### src/rtl/flag_update_controller_pkg.sv
// Shared definitions for the flag update controller: flag bit positions,
// branch condition-code encodings and FSM state encoding.
package flag_update_controller_pkg;

   localparam int FLG_C = 0;
   localparam int FLG_Z = 1;
   localparam int FLG_V = 2;
   localparam int FLG_N = 3;

   typedef enum logic [3:0] {
      CC_EQ = 4'd0,
      CC_NE = 4'd1,
      CC_CS = 4'd2,
      CC_CC = 4'd3,
      CC_MI = 4'd4,
      CC_PL = 4'd5,
      CC_VS = 4'd6,
      CC_VC = 4'd7,
      CC_HI = 4'd8,
      CC_LS = 4'd9,
      CC_GE = 4'd10,
      CC_LT = 4'd11,
      CC_GT = 4'd12,
      CC_LE = 4'd13,
      CC_AL = 4'd14,
      CC_NV = 4'd15
   } cc_e;

   typedef enum logic [1:0] {
      ST_IDLE     = 2'd0,
      ST_WAIT_ALU = 2'd1,
      ST_UPD_DONE = 2'd2,
      ST_EVAL     = 2'd3
   } state_e;

endpackage

### src/rtl/flag_update_controller_branch_cond_eval.sv
// Combinational branch condition evaluator: maps a 4-bit condition code and
// the committed {N,V,Z,C} flags to a taken/not-taken decision.
module flag_update_controller_branch_cond_eval
   import flag_update_controller_pkg::*;
#(
   parameter int NFLAGS = 4
)(
   input  logic [3:0]        cc,
   input  logic [NFLAGS-1:0] flags,
   output logic              taken
);

   logic flag_c;
   logic flag_z;
   logic flag_v;
   logic flag_n;

   assign flag_c = flags[FLG_C];
   assign flag_z = flags[FLG_Z];
   assign flag_v = flags[FLG_V];
   assign flag_n = flags[FLG_N];

   always_comb begin
      taken = 1'b0;
      case (cc_e'(cc))
         CC_EQ: taken = flag_z;
         CC_NE: taken = !flag_z;
         CC_CS: taken = flag_c;
         CC_CC: taken = !flag_c;
         CC_MI: taken = flag_n;
         CC_PL: taken = !flag_n;
         CC_VS: taken = flag_v;
         CC_VC: taken = !flag_v;
         CC_HI: taken = flag_c && !flag_z;
         CC_LS: taken = !flag_c || flag_z;
         CC_GE: taken = (flag_n == flag_v);
         CC_LT: taken = (flag_n != flag_v);
         CC_GT: taken = !flag_z && (flag_n == flag_v);
         CC_LE: taken = flag_z || (flag_n != flag_v);
         CC_AL: taken = 1'b1;
         CC_NV: taken = 1'b0;
      endcase
   end

endmodule

### src/rtl/flag_update_controller.sv
// Flag update controller: sequences masked ALU flag commits and branch condition
// evaluation. Define FLAG_STACK_EN to add the interrupt flag shadow stack.
module flag_update_controller
   import flag_update_controller_pkg::*;
#(
   parameter int NFLAGS = 4
`ifdef FLAG_STACK_EN
   , parameter int STACK_DEPTH = 4
`endif
)(
   input  logic              clk,
   input  logic              reset_n,
   input  logic [NFLAGS-1:0] cond_values,
   input  logic              alu_done,
   input  logic              upd_req,
   input  logic [NFLAGS-1:0] upd_mask,
   output logic              upd_ack,
   input  logic              eval_req,
   input  logic [3:0]        cc,
   output logic              eval_valid,
   output logic              branch_taken,
   output logic [NFLAGS-1:0] flags,
   output logic              busy
`ifdef FLAG_STACK_EN
   ,
   input  logic              int_enter,
   input  logic              int_return,
   output logic              stack_err
`endif
);

   state_e            state_q;
   logic [NFLAGS-1:0] flags_q;
   logic [NFLAGS-1:0] mask_q;
   logic              upd_ack_q;
   logic              eval_valid_q;
   logic              branch_taken_q;
   logic              busy_q;
   logic [NFLAGS-1:0] flags_merge_d;
   logic              taken;

   // Only the masked bits take the live ALU flags; the rest keep their value.
   assign flags_merge_d = (flags_q & ~mask_q) | (cond_values & mask_q);

   flag_update_controller_branch_cond_eval #(
      .NFLAGS (NFLAGS)
   ) u_cond_eval (
      .cc     (cc),
      .flags  (flags_q),
      .taken  (taken)
   );

`ifdef FLAG_STACK_EN
   localparam int SP_W  = $clog2(STACK_DEPTH + 1);
   localparam int IDX_W = (STACK_DEPTH > 1) ? $clog2(STACK_DEPTH) : 1;
   localparam logic [SP_W-1:0] SP_FULL = SP_W'(STACK_DEPTH);

   logic [NFLAGS-1:0] stack_mem [STACK_DEPTH];
   logic [SP_W-1:0]   sp_q;
   logic              stack_err_q;
   logic [IDX_W-1:0]  push_idx;
   logic [IDX_W-1:0]  top_idx;
   logic              stack_full;
   logic              stack_empty;
   logic              push_en;

   assign stack_full  = (sp_q == SP_FULL);
   assign stack_empty = (sp_q == '0);
   assign push_idx    = IDX_W'(sp_q);
   assign top_idx     = IDX_W'(sp_q - SP_W'(1));
   // A simultaneous return wins, so the push is suppressed in that case.
   assign push_en     = (state_q == ST_IDLE) && int_enter && !int_return && !stack_full;

   always_ff @(posedge clk) begin
      if (push_en) begin
         stack_mem[push_idx] <= flags_q;
      end
   end

   assign stack_err = stack_err_q;
`endif

   always_ff @(posedge clk or negedge reset_n) begin
      if (!reset_n) begin
         state_q        <= ST_IDLE;
         flags_q        <= '0;
         mask_q         <= '0;
         upd_ack_q      <= 1'b0;
         eval_valid_q   <= 1'b0;
         branch_taken_q <= 1'b0;
         busy_q         <= 1'b0;
`ifdef FLAG_STACK_EN
         sp_q           <= '0;
         stack_err_q    <= 1'b0;
`endif
      end else begin
         upd_ack_q    <= 1'b0;
         eval_valid_q <= 1'b0;
         case (state_q)
            ST_IDLE: begin
`ifdef FLAG_STACK_EN
               if (int_return) begin
                  if (stack_empty) begin
                     stack_err_q <= 1'b1;
                  end else begin
                     flags_q <= stack_mem[top_idx];
                     sp_q    <= sp_q - SP_W'(1);
                  end
               end else if (int_enter) begin
                  if (stack_full) begin
                     stack_err_q <= 1'b1;
                  end else begin
                     sp_q <= sp_q + SP_W'(1);
                  end
               end else
`endif
               if (upd_req) begin
                  mask_q  <= upd_mask;
                  busy_q  <= 1'b1;
                  state_q <= ST_WAIT_ALU;
               end else if (eval_req) begin
                  branch_taken_q <= taken;
                  eval_valid_q   <= 1'b1;
                  busy_q         <= 1'b1;
                  state_q        <= ST_EVAL;
               end
            end
            ST_WAIT_ALU: begin
               if (alu_done) begin
                  flags_q   <= flags_merge_d;
                  upd_ack_q <= 1'b1;
                  state_q   <= ST_UPD_DONE;
               end
            end
            ST_UPD_DONE: begin
               busy_q  <= 1'b0;
               state_q <= ST_IDLE;
            end
            ST_EVAL: begin
               busy_q  <= 1'b0;
               state_q <= ST_IDLE;
            end
            default: begin
               busy_q  <= 1'b0;
               state_q <= ST_IDLE;
            end
         endcase
      end
   end

   assign upd_ack      = upd_ack_q;
   assign eval_valid   = eval_valid_q;
   assign branch_taken = branch_taken_q;
   assign flags        = flags_q;
   assign busy         = busy_q;

endmodule
### config.mk
export PLATFORM = sky130hd
export DESIGN_NAME = flag_update_controller
export DESIGN_NICKNAME = d
export VERILOG_FILES = /design/src/rtl/flag_update_controller_pkg.sv /design/src/rtl/flag_update_controller_branch_cond_eval.sv /design/src/rtl/flag_update_controller.sv
export SDC_FILE = /design/constraint.sdc
export NUM_CORES = 1
export LEC_CHECK = 0
export ABC_AREA = 1
export CORE_ASPECT_RATIO = 0.7
export CORE_MARGIN = 4
export CORE_UTILIZATION = 33
export CTS_CLUSTER_DIAMETER = 100
export CTS_CLUSTER_SIZE = 14
export DETAILED_ROUTE_END_ITERATION = 10
export GPL_TIMING_DRIVEN = 0
export SYNTH_ARGS = -nofsm -noshare
export SYNTH_HDL_FRONTEND = slang
export SYNTH_SLANG_ARGS = --single-unit
### constraint.sdc
create_clock -name clk -period 1.24 [get_ports clk]
set_input_delay 0.186 -clock clk [delete_from_list [all_inputs] [get_ports clk]]
set_output_delay 0.186 -clock clk [all_outputs]
set_load 0.01 [all_outputs]
==> results_dict.tcl <==
set metrics [dict create \
    yosysTopAreaCellShare 0.467 \
    crit_arrival_ns 1.08 \
    detail_route.first_pass.iterations 4 \
    violations "setup timing" \
    finalCoreUtilization 0.526 \
    worst_pin_slew_ns 0.607 \
    cts.htree.levels 1 \
    insertion_delay_ns 0.30 \
    rsz0062_at_grt "yes" \
    cpPeakStageDelay_ns 0.47 \
    synth_top_area_cell "dfrtp_1" \
    grt_util_all_layers 0.127 \
    area_delta_synth_final_pct 50.8 \
    slowest_stage "dfrtp_2" \
    slew_viol_final 0 \
    setup_tns_ns -0.0328 \
    synth_seq_cells 14 \
    cp.depth 1 \
    drt_iter0_markers 21 \
    grt_start_max_net_pins 15 \
    synth.distinct_cells 14 \
    drv_cap 0 \
    period_minus_slack_ns 1.27 \
    setup_viol 2 \
    hold_class "input port to asynchronous set/reset pin" \
    dieArea_sq_um 3110 \
    syn_nets 116 \
    cp-end-kind "output port" \
    status "finished, violations left" \
    antenna_found_initial 0 \
    drc 0 \
    clkTransAtPathRegs_ns 0.09 \
    synth.area.top_cells "dfrtp_1 (47%), nand2_1 (14%), nand3_1 (6.0%)" \
    nNetsFinal 148 \
    syn-instance-count 99 \
    syn_avg_cell_area_sq_um 7.58 \
    die_h_microns 47.9 \
    fmax_mhz 787 \
    grt_pass1_vias 652 \
    yosysSeqAreaShare 0.467 \
    max-vdd-ir-drop_uv 1140 \
    initial_core_util 0.348 \
    worstPathMaxFanout 6 \
    critical_path.cell_chain "dlygate4sd2_1" \
    fin_crit_sh 1.02 \
    core_area_sq_um 2150 \
    grt_pass1_wl_mm 2.84 \
    max-slew-margin-rel 0.594 \
    vias 725 \
    ff2ff_path_depth 11 \
    finalClockSkew_ns 0.00254 \
    postPlaceCellArea_sq_um 1030 \
    critPathLaunchType "flop" \
    viasPerCell 4.48 \
    ctsHoldBuffers 0 \
    yosysWarningCount 0 \
    wirelength_mm 1.79 \
    drive_above_1_share 0.215 \
    clock_path_buffers 2 \
    worstPathRequired_ns 1.05 \
    hold_slack_ns 0.263 \
    reg2reg_slack_ns 0 \
    crit_type "flop to output port" \
    die_x_microns 65.0 \
    place_congestion 0.878 \
    cts_num_sinks 14 \
    wl_per_cell_microns 11.0 \
    num_rows 14 \
    reg2reg_to "branch_taken$_DFFE_PN0P_" \
    io_pins 25 \
    cts_tree "done" \
    endpoint "flags[2]" \
    crit_family "flip-flops" \
    synth_area_sq_um 751 \
    grt_overflow 0 \
    p_leak_nw 0.570 \
    fin_area_sq_um 1130 \
    n_antenna_cell 0 \
    setup_slack_ns -0.0299 \
    io_buffers 24 \
    hold_viol 0 \
    ant_nets 0 \
    power.density_nw_per_um2 1920 \
    cts_root_buffer "clkbuf_4" \
    pre_cts_ws_ns -0.347 \
    numCtsBuffers 3 \
    dp_hpwl_mm 1.33 \
    path_buf_inv 1 \
]
==> cell usage in the layout (no fill, tap or decap), drive strengths merged <==
| cell | instances |
|---|---|
| a211oi | 1 |
| dlygate4sd2 | 9 |
| nand2 | 30 |
| nor2 | 10 |
| mux2 | 4 |
| inv | 14 |
| clkdlybuf4s50 | 14 |
| clkbuf | 4 |
| dfrtp | 14 |
| o21ai | 8 |
| nor3 | 3 |
| buf | 3 |
| dlymetal6s2s | 1 |
| nand3 | 9 |
| a21oi | 6 |
==> logic make-up after synthesis <==
logic type | synth area share
AOI/OAI and AO/OA | 0.103
muxes | 0.0600
buffers and inverters | 0.0700
and+or+nand+nor | 0.300
DFF | 0.467
==> synthesized netlist by cell type <==
cell,instances
nand2_1,29
dfrtp_1,14
inv_1,11
nand3_1,9
o21ai_0,8
nor2_1,7
a21oi_1,6
mux2_2,4
inv_2,3
nor2_2,3
nor3_1,2
a211oi_1,1
nand2_2,1
nor3_2,1
==> worst min path at each step <==
stage | depth (start not counted) | end | slack (ns)
floorplan | 0 | asynchronous set/reset pin | -0.11
global placement | 2 | branch_taken$_DFFE_PN0P_ | 0.46
detailed placement | 2 | branch_taken$_DFFE_PN0P_ | 0.47
CTS | 1 | busy$_DFFE_PN0P_ | 0.29
global route | 1 | asynchronous set/reset pin | 0.30
finish | 1 | mask_q[1]$_DFFE_PN0P_ | 0.26
==> through the flow <==
step	total power, W	std cells
6_report	0.00218	162
5_1_grt	0.00235	162
4_1_cts	0.00202	160
3_5_place_dp	0.00172	155
3_3_place_gp	0.00170	155
2_1_floorplan	0.00132	99
==> what timing repair did <==
action                     4_1_cts  5_1_grt
buffers inserted                 1        2
setup endpoints to repair        9       10
pin swaps                        0        8
gates resized for setup         11       15
==> cell type report <==
class	count	area (sq um)
timing repair buffer	27	258
fill	214	1020
tap	32	40.0
inverter	14	57.6
sequential	14	352
multi-input combinational	71	389
clock buffer	4	36.3
==> report_power, final <==
| part | switching (W) | leakage (nW) | internal (W) | total (W) |
|---|---|---|---|---|
| Sequential | 0.000150 | 0.164 | 0.000661 | 0.000811 |
| Combinational | 0.000543 | 0.385 | 0.000471 | 0.00101 |
| Clock | 0.000171 | 0.0210 | 0.000179 | 0.000350 |
==> layer usage <==
layer,up-vias,share of wire,track usage
met3,4,0.058,0.0610
li1,383,-,-
met2,13,0.44,0.183
met5,-,0,0
met4,0,0.016,0.0630
met1,325,0.49,0.160
Note: power is estimated with default switching activity, not from simulation.
